[config.mk]
export PLATFORM = sky130hd
export DESIGN_NAME = uart_baud_gen
export DESIGN_NICKNAME = d
export VERILOG_FILES = /design/src/rtl/uart_pkg.sv /design/src/rtl/uart_frac_acc.sv /design/src/rtl/uart_baud_gen.sv
export SDC_FILE = /design/constraint.sdc
export NUM_CORES = 1
export LEC_CHECK = 0
export ABC_AREA = 1
export CORE_ASPECT_RATIO = 1.5
export CORE_UTILIZATION = 57
export DETAILED_ROUTE_END_ITERATION = 10
export GPL_TIMING_DRIVEN = 1
export PLACE_DENSITY = 0.8
export SLEW_MARGIN = 5
export SYNTH_ARGS = -nofsm -noshare
export SYNTH_HDL_FRONTEND = slang
export SYNTH_SLANG_ARGS = --single-unit
export TNS_END_PERCENT = 10
[constraint.sdc]
create_clock -name clk_in -period 3.2 [get_ports clk_in]
set_input_delay 0.32 -clock clk_in [delete_from_list [all_inputs] [get_ports clk_in]]
set_output_delay 0.32 -clock clk_in [all_outputs]
set_load 0.1 [all_outputs]
[src/rtl/uart_pkg.sv]
// uart_pkg
// Shared constants for the UART blocks (baud generator, TX shifter, RX sampler).
// Keeping these in one place lets the TX and RX datapaths agree with the
// baud generator on the oversample ratio and the power-on divisor.
//
// Contents:
//   UART_CNT_W        width of the integer divisor and the cycle counter
//   UART_FRAC_W       width of the fractional divisor and its accumulator
//   UART_OVERSAMPLE   oversample ticks per baud period (even, >= 2)
//   UART_DEFAULT_DIV  divisor after reset: 100 MHz / (9600 * 16)
//   UART_DEFAULT_FRAC fractional divisor after reset: about 0.04 * 256
package uart_pkg;

  localparam int UART_CNT_W        = 16;
  localparam int UART_FRAC_W       = 8;
  localparam int UART_OVERSAMPLE   = 16;
  localparam int UART_DEFAULT_DIV  = 651;
  localparam int UART_DEFAULT_FRAC = 10;

endpackage

[src/rtl/uart_frac_acc.sv]
// uart_frac_acc
// Fractional accumulator for the baud generator. On every terminal event of
// the integer counter the fractional divisor is added into the accumulator;
// the carry out becomes the stretch flag, which lengthens the next period by
// one clock. Over time the average period approaches div + frac / 2^FRAC_W.
//
// The whole module only exists when UART_BAUD_FRAC_EN is defined, so the
// default build carries no unreferenced module.
//
// Ports:
//   clk_i      system clock, rising edge
//   rst_ni     asynchronous active-low reset
//   clr_i      synchronous clear of accumulator and stretch flag
//   step_i     terminal event: accumulate frac_i
//   frac_i     fractional divisor currently in force
//   stretch_o  registered stretch flag for the period now running
`ifdef UART_BAUD_FRAC_EN
module uart_frac_acc
  import uart_pkg::*;
#(
  parameter int FRAC_W = UART_FRAC_W
) (
  input  logic              clk_i,
  input  logic              rst_ni,
  input  logic              clr_i,
  input  logic              step_i,
  input  logic [FRAC_W-1:0] frac_i,
  output logic              stretch_o
);

  logic [FRAC_W-1:0] acc_q, acc_d;
  logic              stretch_q, stretch_d;
  logic [FRAC_W:0]   sum;

  // Next accumulator state. A clear wins over a step; the carry of the
  // addition is remembered as the stretch flag for the following period.
  always_comb begin
    sum       = {1'b0, acc_q} + {1'b0, frac_i};
    acc_d     = acc_q;
    stretch_d = stretch_q;
    if (clr_i) begin
      acc_d     = '0;
      stretch_d = 1'b0;
    end else if (step_i) begin
      acc_d     = sum[FRAC_W-1:0];
      stretch_d = sum[FRAC_W];
    end
  end

  // Accumulator registers.
  always_ff @(posedge clk_i or negedge rst_ni) begin
    if (!rst_ni) begin
      acc_q     <= '0;
      stretch_q <= 1'b0;
    end else begin
      acc_q     <= acc_d;
      stretch_q <= stretch_d;
    end
  end

  assign stretch_o = stretch_q;

endmodule
`endif

[src/rtl/uart_baud_gen.sv]
// uart_baud_gen
// Programmable UART baud-rate generator. Divides clk_in by a runtime-loadable
// integer divisor (optionally with a fractional part) and produces:
//   tick_os    one-cycle oversample strobe for the RX sampler
//   tick_baud  one-cycle baud strobe, coincident with every OVERSAMPLE-th tick_os
//   clk_out    50 % duty square wave at the baud rate
//
// Ports:
//   clk_in     system clock, rising edge
//   rst_n      asynchronous active-low reset
//   en         generator enable; low clears the phase and applies a pending divisor
//   sync_clr   phase resynchronise (RX start-bit edge)
//   div_load   capture div_in/frac_in into the shadow registers
//   div_in     new integer divisor (0 and 1 behave as 2)
//   frac_in    new fractional divisor
//   div_pend   shadow loaded but not yet applied
//   tick_os, tick_baud, clk_out as above; all outputs are registered
//
// Build option: define UART_BAUD_FRAC_EN to compile in the fractional
// accumulator (uart_frac_acc). Without it frac_in is ignored and every
// period is exactly the effective integer divisor; the port list is the same.
module uart_baud_gen
  import uart_pkg::*;
#(
  parameter int CNT_W        = UART_CNT_W,
  parameter int FRAC_W       = UART_FRAC_W,
  parameter int OVERSAMPLE   = UART_OVERSAMPLE,
  parameter int DEFAULT_DIV  = UART_DEFAULT_DIV,
  parameter int DEFAULT_FRAC = UART_DEFAULT_FRAC
) (
  input  logic              clk_in,
  input  logic              rst_n,
  input  logic              en,
  input  logic              sync_clr,
  input  logic              div_load,
  input  logic [CNT_W-1:0]  div_in,
  input  logic [FRAC_W-1:0] frac_in,
  output logic              div_pend,
  output logic              tick_os,
  output logic              tick_baud,
  output logic              clk_out
);

  localparam int               OS_W    = (OVERSAMPLE > 2) ? $clog2(OVERSAMPLE) : 1;
  localparam logic [OS_W-1:0]  OS_LAST = OS_W'(OVERSAMPLE - 1);
  localparam logic [OS_W-1:0]  OS_HALF = OS_W'(OVERSAMPLE / 2 - 1);
  localparam logic [CNT_W-1:0] DIV_MIN = CNT_W'(2);

  logic [CNT_W-1:0] div_q, div_d;
  logic [CNT_W-1:0] div_s_q, div_s_d;
  logic [CNT_W-1:0] cnt_q, cnt_d;
  logic [CNT_W-1:0] div_eff, term_val;
  logic [OS_W-1:0]  os_cnt_q, os_cnt_d;
  logic             pend_q, pend_d;
  logic             tick_os_q, tick_os_d;
  logic             tick_baud_q, tick_baud_d;
  logic             clk_out_q, clk_out_d;
  logic             terminal;
  logic             apply;
  logic             step;
  logic             acc_clr;
  logic             stretch;

`ifdef UART_BAUD_FRAC_EN
  logic [FRAC_W-1:0] frac_q, frac_d;
  logic [FRAC_W-1:0] frac_s_q, frac_s_d;

  // Fractional shadow and active registers follow the same capture/apply
  // timing as the integer divisor.
  always_comb begin
    frac_s_d = div_load ? frac_in : frac_s_q;
    frac_d   = apply ? frac_s_q : frac_q;
  end

  // Fractional divisor registers.
  always_ff @(posedge clk_in or negedge rst_n) begin
    if (!rst_n) begin
      frac_q   <= FRAC_W'(DEFAULT_FRAC);
      frac_s_q <= FRAC_W'(DEFAULT_FRAC);
    end else begin
      frac_q   <= frac_d;
      frac_s_q <= frac_s_d;
    end
  end

  uart_frac_acc #(
    .FRAC_W (FRAC_W)
  ) u_frac_acc (
    .clk_i     (clk_in),
    .rst_ni    (rst_n),
    .clr_i     (acc_clr),
    .step_i    (step),
    .frac_i    (frac_q),
    .stretch_o (stretch)
  );
`else
  logic unused_frac;

  assign stretch     = 1'b0;
  assign unused_frac = ^{frac_in, FRAC_W'(DEFAULT_FRAC), step, acc_clr};
`endif

  // Next-state logic. Priority is en=0, then sync_clr, then normal counting.
  // The terminal compare uses >= so a counter that is somehow beyond the
  // terminal value still wraps instead of running the full counter range.
  // A pending shadow is applied on a terminal (or while disabled) before any
  // same-cycle load is captured, so such a load waits for the next terminal.
  always_comb begin
    div_eff     = (div_q < DIV_MIN) ? DIV_MIN : div_q;
    term_val    = div_eff - CNT_W'(1) + CNT_W'(stretch);
    terminal    = (cnt_q >= term_val);

    cnt_d       = cnt_q;
    os_cnt_d    = os_cnt_q;
    clk_out_d   = clk_out_q;
    tick_os_d   = 1'b0;
    tick_baud_d = 1'b0;
    step        = 1'b0;
    acc_clr     = 1'b0;
    apply       = 1'b0;

    if (!en) begin
      cnt_d     = '0;
      os_cnt_d  = '0;
      clk_out_d = 1'b0;
      acc_clr   = 1'b1;
      apply     = pend_q;
    end else if (sync_clr) begin
      cnt_d     = '0;
      os_cnt_d  = '0;
      clk_out_d = 1'b0;
      acc_clr   = 1'b1;
    end else if (terminal) begin
      cnt_d       = '0;
      tick_os_d   = 1'b1;
      step        = 1'b1;
      apply       = pend_q;
      tick_baud_d = (os_cnt_q == OS_LAST);
      os_cnt_d    = (os_cnt_q == OS_LAST) ? '0 : os_cnt_q + OS_W'(1);
      if ((os_cnt_q == OS_LAST) || (os_cnt_q == OS_HALF)) begin
        clk_out_d = ~clk_out_q;
      end
    end else begin
      cnt_d = cnt_q + CNT_W'(1);
    end

    div_s_d = div_load ? div_in : div_s_q;
    div_d   = apply ? div_s_q : div_q;
    pend_d  = div_load | (pend_q & ~apply);
  end

  // State and output registers; every output comes straight from a flop.
  always_ff @(posedge clk_in or negedge rst_n) begin
    if (!rst_n) begin
      div_q       <= CNT_W'(DEFAULT_DIV);
      div_s_q     <= CNT_W'(DEFAULT_DIV);
      cnt_q       <= '0;
      os_cnt_q    <= '0;
      pend_q      <= 1'b0;
      tick_os_q   <= 1'b0;
      tick_baud_q <= 1'b0;
      clk_out_q   <= 1'b0;
    end else begin
      div_q       <= div_d;
      div_s_q     <= div_s_d;
      cnt_q       <= cnt_d;
      os_cnt_q    <= os_cnt_d;
      pend_q      <= pend_d;
      tick_os_q   <= tick_os_d;
      tick_baud_q <= tick_baud_d;
      clk_out_q   <= clk_out_d;
    end
  end

  assign div_pend  = pend_q;
  assign tick_os   = tick_os_q;
  assign tick_baud = tick_baud_q;
  assign clk_out   = clk_out_q;

endmodule

==> metrics.txt, run 1 <==
# TYPE chip_impl_metric gauge
chip_impl_metric{name="antenna_found_initial",unit=""} 0
chip_impl_info{name="type_of_the_setup_path_with_the_least_slack",value="flop to flop"} 1
chip_impl_metric{name="placement.io_buffers",unit=""} 24
chip_impl_metric{name="multiInputGateArea",unit="um2"} 1698
chip_impl_metric{name="clock_skew",unit="ns"} 0.008728
chip_impl_metric{name="total_leakage_power",unit="nW"} 1.890
chip_impl_metric{name="gp_congestion",unit=""} 0.7746
chip_impl_metric{name="fp.coreArea",unit="um2"} 5450
chip_impl_metric{name="diodes_inserted",unit=""} 0
chip_impl_metric{name="initialDrtViolationCount",unit=""} 90
chip_impl_metric{name="die-area",unit="um2"} 5952
chip_impl_info{name="synth-main-ff-cell",value="dfrtp_1"} 1
chip_impl_metric{name="post_drt_via_cell_ratio",unit=""} 5.251
chip_impl_metric{name="fin_crit_sh",unit=""} 0.9984
chip_impl_metric{name="max_stage_delay",unit="ns"} 0.44
chip_impl_metric{name="transition_time_at_the_pin_with_the_least_slew_margin",unit="ns"} 0.9572
chip_impl_info{name="synth.most_common_cell",value="nand2_1"} 1
chip_impl_info{name="path_cells",value="nor2_2 -> nand2_1 -> nor2_2 -> nand2_2 -> nand2_2 -> ha_4 -> inv_2 -> nor2_2 -> nand4_1 -> xnor2_1 -> inv_1 -> ha_1 -> nand2_1 -> nor2_1 -> a21oi_2 -> nand2_4 -> nand2_4 -> nand2_8 -> clkbuf_16 -> nand3_1 -> nand2_1"} 1
chip_impl_metric{name="drv_cap",unit=""} 0
chip_impl_metric{name="detail_route.wirelength",unit="um"} 6616
chip_impl_metric{name="vias_in_the_first_global_route",unit=""} 2531
chip_impl_metric{name="syn_area",unit="um2"} 3216
chip_impl_metric{name="cell_count_after_synthesis",unit=""} 392
chip_impl_metric{name="clock_sinks",unit=""} 56
chip_impl_metric{name="ff_latch_area",unit="um2"} 1415
chip_impl_metric{name="synth.ff_latch_count",unit=""} 56
chip_impl_metric{name="total_cts_buffers",unit=""} 5
chip_impl_info{name="path_delay_family",value="simple AND/OR/NAND/NOR gates"} 1
chip_impl_info{name="min-delay-path-class",value="primary input to asynchronous set/reset pin"} 1
chip_impl_metric{name="dpl_wire_length",unit="um"} 4412
chip_impl_metric{name="syn_area_per_cell",unit="um2"} 8.203
chip_impl_metric{name="final.hold.worst_slack",unit="ns"} 0.1186
chip_impl_metric{name="synth_warnings",unit=""} 0
chip_impl_metric{name="worst-endpoint-required",unit="ns"} 3.40
chip_impl_metric{name="cts_clk_pin_slew_worst_paths",unit="ns"} 0.11
chip_impl_metric{name="worst_case_headroom_to_the_max_slew_limit",unit=""} 0.3598
chip_impl_metric{name="max-vdd-ir-drop",unit="mV"} 0.3836
chip_impl_metric{name="h-tree-depth",unit=""} 2
chip_impl_metric{name="fmaxAchievable",unit="MHz"} 313.0
chip_impl_info{name="slowest_stage",value="dfrtp_1"} 1
chip_impl_metric{name="remaining_drc_errors",unit=""} 0
chip_impl_metric{name="synth_top_area_share",unit=""} 0.3580
chip_impl_metric{name="finalCriticalPeriod",unit="ns"} 3.195
chip_impl_metric{name="nFillCells",unit=""} 429
chip_impl_metric{name="grt_start_max_net_pins",unit=""} 57
chip_impl_info{name="worst_setup_path_end_kind",value="flop"} 1
chip_impl_metric{name="fraction_of_synthesis_flops_using_an_asynchronous_set_or_reset_pin",unit=""} 1.000
chip_impl_metric{name="grtUsageTotal",unit=""} 0.2193
chip_impl_metric{name="synth_edf_count",unit=""} 0
chip_impl_metric{name="cp.buffers_inverters",unit=""} 3
chip_impl_metric{name="detail_route.wl_per_cell",unit="um"} 13.08
chip_impl_metric{name="grt_residual_overflow",unit=""} 0
chip_impl_info{name="synth.area.top_cells",value="dfrtp_1 (36%), nand2_1 (15%), dfstp_2 (8.2%), ha_1 (7.4%), inv_1 (4.2%)"} 1
chip_impl_metric{name="setup_ws_post_layout",unit="ns"} 0.005090
chip_impl_metric{name="worst_skew_pair.late_latency",unit="ns"} 0.31
chip_impl_info{name="synth_area_leader_cell",value="dfrtp_1"} 1
chip_impl_info{name="synth.top_cells.by_count",value="nand2_1 (132), dfrtp_1 (46), inv_1 (36), nor2_1 (31), nand3_1 (26)"} 1
chip_impl_metric{name="synth_seq_area_share",unit=""} 0.4397
chip_impl_metric{name="post_route_cells_drive_above_1_share",unit=""} 0.2110
chip_impl_metric{name="nNetsFinal",unit=""} 483
chip_impl_metric{name="residual_antenna_violating_net_count_after_detailed_routing",unit=""} 0
chip_impl_metric{name="dr_total_vias",unit=""} 2657
chip_impl_info{name="setup_repair_after_global_routing_missed_its_margin",value="true"} 1
chip_impl_metric{name="dieWidth",unit="um"} 63.33
chip_impl_metric{name="critPathMaxFanout",unit=""} 8
chip_impl_metric{name="synthDistinctLibCells",unit=""} 35
chip_impl_info{name="tritoncts",value="yes"} 1
chip_impl_metric{name="core_occupancy_in_the_finished_layout",unit=""} 0.7140
chip_impl_metric{name="ios",unit=""} 33
chip_impl_metric{name="setup_viol_count_final",unit=""} 0
chip_impl_metric{name="worst_path_arrival_time",unit="ns"} 3.39
chip_impl_info{name="clock_root_buffer_master",value="clkbuf_8"} 1
chip_impl_info{name="run_status",value="finished clean"} 1
chip_impl_metric{name="hold_violations",unit=""} 0
chip_impl_metric{name="hold_buffers",unit=""} 0
chip_impl_metric{name="grt_first_pass_wirelength",unit="um"} 10270
chip_impl_metric{name="power.density",unit="nW/um2"} 449.9
chip_impl_metric{name="die_y",unit="um"} 93.99
chip_impl_metric{name="clock_path_buffers",unit=""} 2
chip_impl_metric{name="post_synthesis_net_count",unit=""} 440
chip_impl_metric{name="slew_viol_final",unit=""} 0
chip_impl_metric{name="initial_core_util",unit=""} 0.5900
chip_impl_metric{name="num_rows",unit=""} 33
chip_impl_metric{name="drtPass1Iterations",unit=""} 4
chip_impl_info{name="crit_path_start_kind",value="flop"} 1
chip_impl_metric{name="area_delta_synth_final",unit="%"} 21.01
chip_impl_metric{name="pre_cts_slack",unit="ns"} 0.04346
## placed cells by master (no fill, tap or decap), types with 2 or more instances in the layout
cell type,netlist,final
o21ai_0,5,3
a21oi_1,11,10
xnor2_1,8,8
nand2_1,132,123
dfstp_2,10,10
nor3b_2,4,4
dfrtp_1,46,45
nand2_4,3,3
o21ai_1,1,3
nand3_1,26,25
nor2_1,31,25
ha_1,19,18
buf_12,0,2
nand4_1,8,8
nor3_2,2,3
inv_2,3,5
nand3_2,2,3
clkbuf_8,0,5
inv_1,36,34
nand2_8,1,2
clkdlybuf4s50_1,0,22
a21oi_2,1,2
nor3_1,6,4
buf_4,1,18
nand2_2,2,11
nor2_4,6,6
nor2_2,2,8
xor2_1,11,11
## area by class of cell
class                      instances  share of cell area
clock buffer                       5             0.01768
sequential                        56              0.3637
multi-input combinational        288              0.4363
tap                               70             0.02251
timing repair buffer              44              0.1093
clock inverter                     3             0.01190
inverter                          40             0.03859
## worst register-to-register path, cell delays in order, from the launching register on
cell and delay (ns):
dfrtp_1 0.44, nor2_2 0.16, nand2_1 0.10, nor2_2 0.21, nand2_2 0.11, nand2_2 0.12
ha_4 0.14, inv_2 0.04, nor2_2 0.09, nand4_1 0.16, xnor2_1 0.18, inv_1 0.07
ha_1 0.27, nand2_1 0.10, nor2_1 0.06, a21oi_2 0.20, nand2_4 0.10, nand2_4 0.10
nand2_8 0.09, clkbuf_16 0.18, nand3_1 0.08, nand2_1 0.09
## cell families (layout without fill, tap and decap cells)
| group | count (synthesis) | in the layout | share of synthesized area |
|---|---|---|---|
| xor+xnor | 19 | 19 | 0.05175 |
| flops | 56 | 56 | 0.4397 |
| buf+inv | 49 | 92 | 0.06186 |
| simple gates | 228 | 229 | 0.3370 |
| fa+ha+maj | 19 | 19 | 0.07393 |
| compound gates | 21 | 21 | 0.03580 |
## power by group
group          internal [mW]  total (mW)  switching (mW)  leakage (nW)
Sequential             0.771       0.824          0.0535         0.707
Clock                  0.236       0.482           0.246        0.0548
Combinational          0.192       0.444           0.253          1.13
Total                   1.20        1.75           0.552          1.89
## final timing paths
path / cells after the start / slack, ns / start / end
worst max-delay path: 21 / 0.005 / div_q[10]$_DFFE_PN0P_ / div_q[8]$_DFFE_PN0P_
worst min-delay path: 2 / 0.12 / rst_n / clk_out$_DFFE_PN0P_
worst max register to register: 21 / 0.005 / div_q[10]$_DFFE_PN0P_ / div_q[8]$_DFFE_PN0P_
worst min register to register: 2 / 0.47 / div_s_q[9]$_DFFE_PN1P_ / div_s_q[9]$_DFFE_PN1P_
max in group asynchronous: 2 / 2.59 / rst_n / div_q[2]$_DFFE_PN0P_
min in group clk_in: 2 / 0.47 / div_s_q[9]$_DFFE_PN1P_ / div_s_q[9]$_DFFE_PN1P_
## metal layers
layer | share of wire | track usage | wire [um]
met4 | 0.021 | 0.09848 | 138
met3 | 0.023 | 0.04248 | 150
met5 | 0 | 0 | 0
met2 | 0.58 | 0.4344 | 3835
met1 | 0.38 | 0.2110 | 2492
## registers in the layout, summed over array words and instances, names as in the netlist
signal and flops:
div_s_q 16, cnt_q 16, os_cnt_q 4, tick_os 1
div_pend 1, clk_out 1, div_q 16, tick_baud 1
## timing repair
item | in CTS | in global routing
endpoints found under the setup margin | 10 | 39
cloned | 0 | 2
pin swaps | 0 | 17
setup buffers | 0 | 3
resized for setup | 1 | 27
## per-stage QoR
stage / power (mW) / setup TNS [ns] / cells / cell area, um2
2_1_floorplan: 1.074 / 0 / 392 / 3216
3_3_place_gp: 1.193 / 0 / 493 / 3632
3_5_place_dp: 1.210 / 0 / 493 / 3632
4_1_cts: 1.689 / 0 / 501 / 3750
5_1_grt: 1.851 / -4.754 / 506 / 3891
6_report: 1.751 / 0 / 506 / 3891
(Power assumes the default switching activity.)
==> run 2, diff against run 1 <==
--- a/config.mk
+++ b/config.mk
@@ -11,6 +11,7 @@
 export DETAILED_ROUTE_END_ITERATION = 10
 export GPL_TIMING_DRIVEN = 1
 export PLACE_DENSITY = 0.8
+export SETUP_SLACK_MARGIN = 0.02
 export SLEW_MARGIN = 5
 export SYNTH_ARGS = -nofsm -noshare
 export SYNTH_HDL_FRONTEND = slang
==> metrics.txt, run 2 (synthesized netlist as in run 1, its figures left out) <==
# TYPE chip_impl_metric gauge
chip_impl_info{name="run_status",value="finished clean"} 1
chip_impl_metric{name="setup_viol_count_final",unit=""} 0
chip_impl_info{name="crit_path_start_kind",value="flop"} 1
chip_impl_metric{name="nNetsFinal",unit=""} 483
chip_impl_metric{name="detail_route.wirelength",unit="um"} 6551
chip_impl_metric{name="routedLengthMet1",unit="um"} 2390
chip_impl_metric{name="dr_total_vias",unit=""} 2658
chip_impl_metric{name="setup_ws_post_layout",unit="ns"} 0.01048
chip_impl_metric{name="grt_start_max_net_pins",unit=""} 57
chip_impl_info{name="tritoncts",value="yes"} 1
chip_impl_metric{name="area_delta_synth_final",unit="%"} 21.17
chip_impl_metric{name="stdcell_count",unit=""} 506
chip_impl_metric{name="max-vdd-ir-drop",unit="mV"} 0.3843
chip_impl_metric{name="placement.io_buffers",unit=""} 24
chip_impl_metric{name="stdcell_area",unit="um2"} 3896
chip_impl_metric{name="max_stage_delay",unit="ns"} 0.43
chip_impl_metric{name="fin_crit_sh",unit=""} 0.9967
chip_impl_metric{name="fmaxAchievable",unit="MHz"} 313.5
chip_impl_metric{name="cts_clk_pin_slew_worst_paths",unit="ns"} 0.11
chip_impl_metric{name="antenna_found_initial",unit=""} 0
chip_impl_metric{name="diodes_inserted",unit=""} 0
chip_impl_info{name="path_cells",value="nor2_2 -> nand2_2 -> nor3_4 -> nand2_2 -> nand2_2 -> ha_4 -> inv_2 -> nor2_2 -> nand4_1 -> xnor2_1 -> inv_1 -> ha_1 -> nand2_1 -> nor2_1 -> a21oi_2 -> nand2_4 -> nand2_4 -> nand2_8 -> clkbuf_16 -> nand3_1 -> nand2_1"} 1
chip_impl_info{name="largest_registers",value="cnt_q (16), div_q (16), div_s_q (16)"} 1
chip_impl_metric{name="remaining_drc_errors",unit=""} 0
chip_impl_metric{name="final.hold.worst_slack",unit="ns"} 0.1118
chip_impl_info{name="setup_repair_after_global_routing_missed_its_margin",value="true"} 1
chip_impl_metric{name="final.setup.tns",unit="ns"} 0
chip_impl_metric{name="grtUsageTotal",unit=""} 0.2198
chip_impl_metric{name="post_route_cells_drive_above_1_share",unit=""} 0.2156
chip_impl_metric{name="initialDrtViolationCount",unit=""} 81
chip_impl_metric{name="power.density",unit="nW/um2"} 449.1
chip_impl_metric{name="initial_core_util",unit=""} 0.5900
chip_impl_info{name="type_of_the_setup_path_with_the_least_slack",value="flop to flop"} 1
chip_impl_metric{name="route.met3.wl",unit="um"} 151
chip_impl_info{name="min-delay-path-class",value="primary input to asynchronous set/reset pin"} 1
chip_impl_metric{name="dpl_wire_length",unit="um"} 4412
chip_impl_metric{name="totalPowerFinal",unit="mW"} 1.750
chip_impl_info{name="layout.cells.most_common_list",value="nand2_1 (121), dfrtp_1 (45), inv_1 (34)"} 1
chip_impl_info{name="dr.max_layer_used",value="met4"} 1
chip_impl_info{name="clock_root_buffer_master",value="clkbuf_8"} 1
chip_impl_metric{name="gp_congestion",unit=""} 0.7746
chip_impl_metric{name="total_cts_buffers",unit=""} 5
chip_impl_metric{name="routed-wl-met2",unit="um"} 3848
chip_impl_metric{name="finalCriticalPeriod",unit="ns"} 3.190
chip_impl_info{name="worst_setup_path_end_kind",value="flop"} 1
chip_impl_metric{name="total_leakage_power",unit="nW"} 1.891
chip_impl_metric{name="grt_first_pass_wirelength",unit="um"} 10290
chip_impl_metric{name="clock_sinks",unit=""} 56
chip_impl_metric{name="h-tree-depth",unit=""} 2
chip_impl_metric{name="pre_cts_slack",unit="ns"} 0.04346
chip_impl_metric{name="worst-endpoint-required",unit="ns"} 3.40
chip_impl_metric{name="post_drt_via_cell_ratio",unit=""} 5.253
chip_impl_metric{name="placedCellCount",unit=""} 493
chip_impl_metric{name="critPathMaxFanout",unit=""} 8
chip_impl_metric{name="clock_path_buffers",unit=""} 2
chip_impl_metric{name="die-area",unit="um2"} 5952
chip_impl_metric{name="hold_violations",unit=""} 0
chip_impl_info{name="worst_path_most_repeated_cell",value="nand2_2"} 1
chip_impl_info{name="slowest_stage",value="dfrtp_1"} 1
chip_impl_metric{name="place_area",unit="um2"} 3632
chip_impl_metric{name="vias_in_the_first_global_route",unit=""} 2531
chip_impl_metric{name="drv_cap",unit=""} 0
chip_impl_metric{name="slew_viol_final",unit=""} 0
chip_impl_metric{name="transition_time_at_the_pin_with_the_least_slew_margin",unit="ns"} 0.9572
chip_impl_metric{name="residual_antenna_violating_net_count_after_detailed_routing",unit=""} 0
chip_impl_metric{name="hold_buffers",unit=""} 0
chip_impl_metric{name="ios",unit=""} 33
chip_impl_metric{name="num_rows",unit=""} 33
chip_impl_metric{name="clock_skew",unit="ns"} 0.008982
chip_impl_metric{name="worst_path_arrival_time",unit="ns"} 3.39
chip_impl_metric{name="worst_case_headroom_to_the_max_slew_limit",unit=""} 0.3598
chip_impl_metric{name="drtPass1Iterations",unit=""} 4
chip_impl_metric{name="dieWidth",unit="um"} 63.33
chip_impl_metric{name="die_y",unit="um"} 93.99
chip_impl_info{name="layout.cells.most_common",value="nand2_1"} 1
chip_impl_metric{name="grt_residual_overflow",unit=""} 0
chip_impl_metric{name="fp.coreArea",unit="um2"} 5450
chip_impl_metric{name="detail_route.wl_per_cell",unit="um"} 12.95
chip_impl_metric{name="worst_skew_pair.late_latency",unit="ns"} 0.32
chip_impl_metric{name="core_occupancy_in_the_finished_layout",unit=""} 0.7149
[run 2: final cells by class]
class	instances	area, um2
multi-input combinational	288	1703
fill	426	1554
sequential	56	1415
timing repair buffer	44	425.4
inverter	40	150.1
tap	70	87.58
clock buffer	5	68.82
clock inverter	3	46.29
[run 2: timing repair]
item / in CTS / in global routing
gates resized for setup: 2 / 28
endpoints found under the setup margin: 15 / 40
gates cloned: 0 / 2
pin swaps: 0 / 18
buffers inserted: 0 / 3
[run 2: layer usage]
metal | up-vias | global-route usage
li1 | 1325 | -
met1 | 1269 | 0.2126
met2 | 48 | 0.4344
met3 | 16 | 0.04248
met4 | 0 | 0.09848
met5 | - | 0
[run 2: path summary, 6_finish.rpt]
check	start	to	slack, ns	cells after the start
min in group clk_in	div_s_q[9]$_DFFE_PN1P_	div_s_q[9]$_DFFE_PN1P_	0.47	2
max in group asynchronous	rst_n	div_q[2]$_DFFE_PN0P_	2.60	2
worst min register to register	div_s_q[9]$_DFFE_PN1P_	div_s_q[9]$_DFFE_PN1P_	0.47	2
worst max-delay path	div_q[5]$_DFFE_PN0P_	div_q[8]$_DFFE_PN0P_	0.01	21
worst max register to register	div_q[5]$_DFFE_PN0P_	div_q[8]$_DFFE_PN0P_	0.01	21
worst min-delay path	rst_n	clk_out$_DFFE_PN0P_	0.11	2
[run 2: power breakdown]
part           switching (mW)  total, mW  internal, mW
clock network           0.246      0.482         0.236
registers              0.0535      0.824         0.771
logic                   0.252      0.443         0.192
total                   0.551       1.75          1.20
[run 2: worst max-delay path: cells and delay by family (launching register included)]
| kind | cells | cell delay, ns |
|---|---|---|
| XOR/XNOR | 1 | 0.18 |
| AO/OA/AOI/OAI | 1 | 0.20 |
| flip-flops | 1 | 0.43 |
| adder cells (fa/ha/maj) | 2 | 0.41 |
| buffers and inverters | 3 | 0.29 |
| AND/OR/NAND/NOR | 14 | 1.57 |
==> run 3, diff against run 2 <==
--- a/config.mk
+++ b/config.mk
@@ -15,5 +15,6 @@
 export SLEW_MARGIN = 5
 export SYNTH_ARGS = -nofsm -noshare
 export SYNTH_HDL_FRONTEND = slang
+export SYNTH_HIERARCHICAL = 1
 export SYNTH_SLANG_ARGS = --single-unit
 export TNS_END_PERCENT = 10
==> results of run 3 <==
The final DEF is identical to that of run 2; final timing and power are the same.
Main changes from that run: Yosys warning count 0 -> 6
==> patch: new RTL, config.mk and constraints of run 2 <==
The option `UART_BAUD_FRAC_EN` is turned on by a define.
--- a/src/rtl/uart_frac_acc.sv
+++ b/src/rtl/uart_frac_acc.sv
@@ -14,6 +14,8 @@
 //   step_i     terminal event: accumulate frac_i
 //   frac_i     fractional divisor currently in force
 //   stretch_o  registered stretch flag for the period now running
+`define UART_BAUD_FRAC_EN
+
 `ifdef UART_BAUD_FRAC_EN
 module uart_frac_acc
   import uart_pkg::*;
Function: changed (Yosys sat finds a counterexample within 10 cycles, from zero or initial values and one cycle with rst_n low).
==> patch against run 2 <==
The run now ends with setup timing left. Sequential power rose by 44%. Global-route usage increased by 3.4 points. Sequential cell count grew 25. Setup slack lost 0.26 ns. Highest routed layer unchanged. Wire length increased by 49%. Power is 59% higher. Design area rose by 43%. Area after synthesis grew 38%.
==> patch: results (changes against run 2) <==
- Status: complete, but fails checks (was completed)
- Failing checks: setup timing
- Worst Reg-to-Reg Cells: 22 (was 21)
- Layout area overhead: 25.35% (was 21.17%)
- Share of post-route cells with drive strength above 1: 20.97% (was 21.56%)
- Met1 WL: 3700 um (was 2390 um)
- Post-synth top cells: nand2_1, dfrtp_1, nand3_1, inv_1, nor2_1 (was nand2_1, dfrtp_1, inv_1, nor2_1, nand3_1)
- Root Buffer: clkbuf_16 (was clkbuf_8)
- Final Wtd Congestion: 0.8502 (was 0.7746)
- Final worst setup slack: -0.2488 ns (was 0.01048 ns)
- Total CTS buffers: 9 (was 5)
- Post-synthesis xor/xnor area fraction: 4.535% (was 5.175%)
- Setup-failing EPs final: 57 (was 0)
- Placed Area: 5034 um2 (was 3632 um2)
- Place WS: -0.1440 ns (was 0.04346 ns)
- VDD IR max: 0.4559 mV (was 0.3843 mV)
- Worst Skew: 0.009937 ns (was 0.008982 ns)
- Filler cells: 530 (was 426)
- Iteration-0 DRC Markers: 215 (was 81)
- Syn Area/Cell: 8.365 um2 (was 8.203 um2)
- Compound-Gate Fraction of Synth Area: 4.366% (was 3.580%)
- Final setup TNS: -8.850 ns (was 0 ns)
- Estimated wirelength of the detail-placed design: 6216 um (was 4412 um)
- Post-synthesis sequential area ratio: 46.03% (was 43.97%)
- Vias: 3703 (was 2658)
- Final Net Count: 654 (was 483)
- All-Layer GR Usage: 25.42% (was 21.98%)
- Rel. slew slack: 28.45% (was 35.98%)
- P_sw: 0.0008469 W (was 0.0005508 W)
- Synth top area cells: dfrtp_1, nand2_1, dfstp_2, ha_1, nand3_1 (was dfrtp_1, nand2_1, dfstp_2, ha_1, inv_1)
- Hold_ws: 0.1034 ns (was 0.1118 ns)
- DRT Wirelength: 9736 um (was 6551 um)
- P_leak: 2.755 nW (was 1.891 nW)
- Vias in the first global route: 3601 (was 2531)
-- patch: cell types whose count changed in the layout (fill, tap and decap cells not counted), sizes merged, moves of 4 or more --
cell	run 2	this run
xnor2	8	15
a21oi	12	18
o21ai	6	12
buf	21	38
clkdlybuf4s50	22	30
dfrtp	46	67
dfstp	10	14
ha	19	28
nand2	139	193
clkbuf	6	11
nand3	28	51
nand4	9	13
-- patch: layout make-up --
cell class              instances  share of cell area [%]
multi-input cells             395                   41.96
flip-flops and latches         81                   36.72
repair buffers                 69                   11.46
clock buffers                  10                   4.112
inverters                      40                   2.697
well taps                     102                   2.292
clock inverters                 6                  0.7640
-- patch: routing by layer --
| layer | track usage (%) | up-vias |
|---|---|---|
| met3 | 4.182 | 29 |
| met4 | 15.11 | 0 |
| met1 | 27.93 | 1737 |
| met5 | 0 | - |
| met2 | 45.13 | 83 |
| li1 | - | 1854 |
-- patch: how the worst max path moves through the flow --
| stage | slack (ns) | cells after the start | end |
|---|---|---|---|
| after global placement | -0.03 | 21 | div_pend$_DFF_PN0_ |
| after CTS | -0.07 | 21 | div_q[6]$_DFFE_PN0P_ |
| after floorplan | 0.03 | 23 | div_pend$_DFF_PN0_ |
| after global routing | -0.45 | 25 | div_q[10]$_DFFE_PN0P_ |
| final | -0.25 | 22 | div_q[10]$_DFFE_PN0P_ |
| after detailed placement | -0.14 | 21 | os_cnt_q[3]$_DFFE_PN0P_ |
-- patch: logic make-up (layout without fill, tap and decap cells) --
family          Yosys count  in the layout
compound gates           35             35
fa+ha+maj                29             29
flops                    81             81
buf+inv                  56            125
simple gates            307            308
xor+xnor                 23             23
-- patch: worst max-delay path: stages (launching register included) --
cell and delay, ns:
dfrtp_1 0.40, nor2_2 0.15, nand2_1 0.09, nor3_2 0.16
nand2_1 0.07, nand2_1 0.07, ha_2 0.19, nor3b_4 0.19
a21boi_4 0.24, buf_12 0.13, nand3_2 0.09, nor2_4 0.12
xnor2_2 0.08, ha_1 0.33, a21oi_2 0.16, o21ai_2 0.07
a21oi_2 0.17, nand2_4 0.09, nand2_4 0.09, nand2_8 0.09
buf_8 0.16, nand3_2 0.05, nand2_1 0.12
-- patch: repair_timing --
action	CTS	global route
resized for setup	28	13
setup endpoints to repair	53	57
pin swaps	18	13
gates cloned	1	1
buffers inserted	3	2
-- patch: power by group through the flow --
stage | combinational (W) | sequential, W | clock (W)
finish | 0.000642 | 0.00119 | 0.000955
detailed placement | 0.000543 | 0.00119 | 0
CTS | 0.000590 | 0.00118 | 0.000956
global placement | 0.000519 | 0.00119 | 0
floorplan | 0.000319 | 0.00120 | 0
global route | 0.000713 | 0.00120 | 0.00100
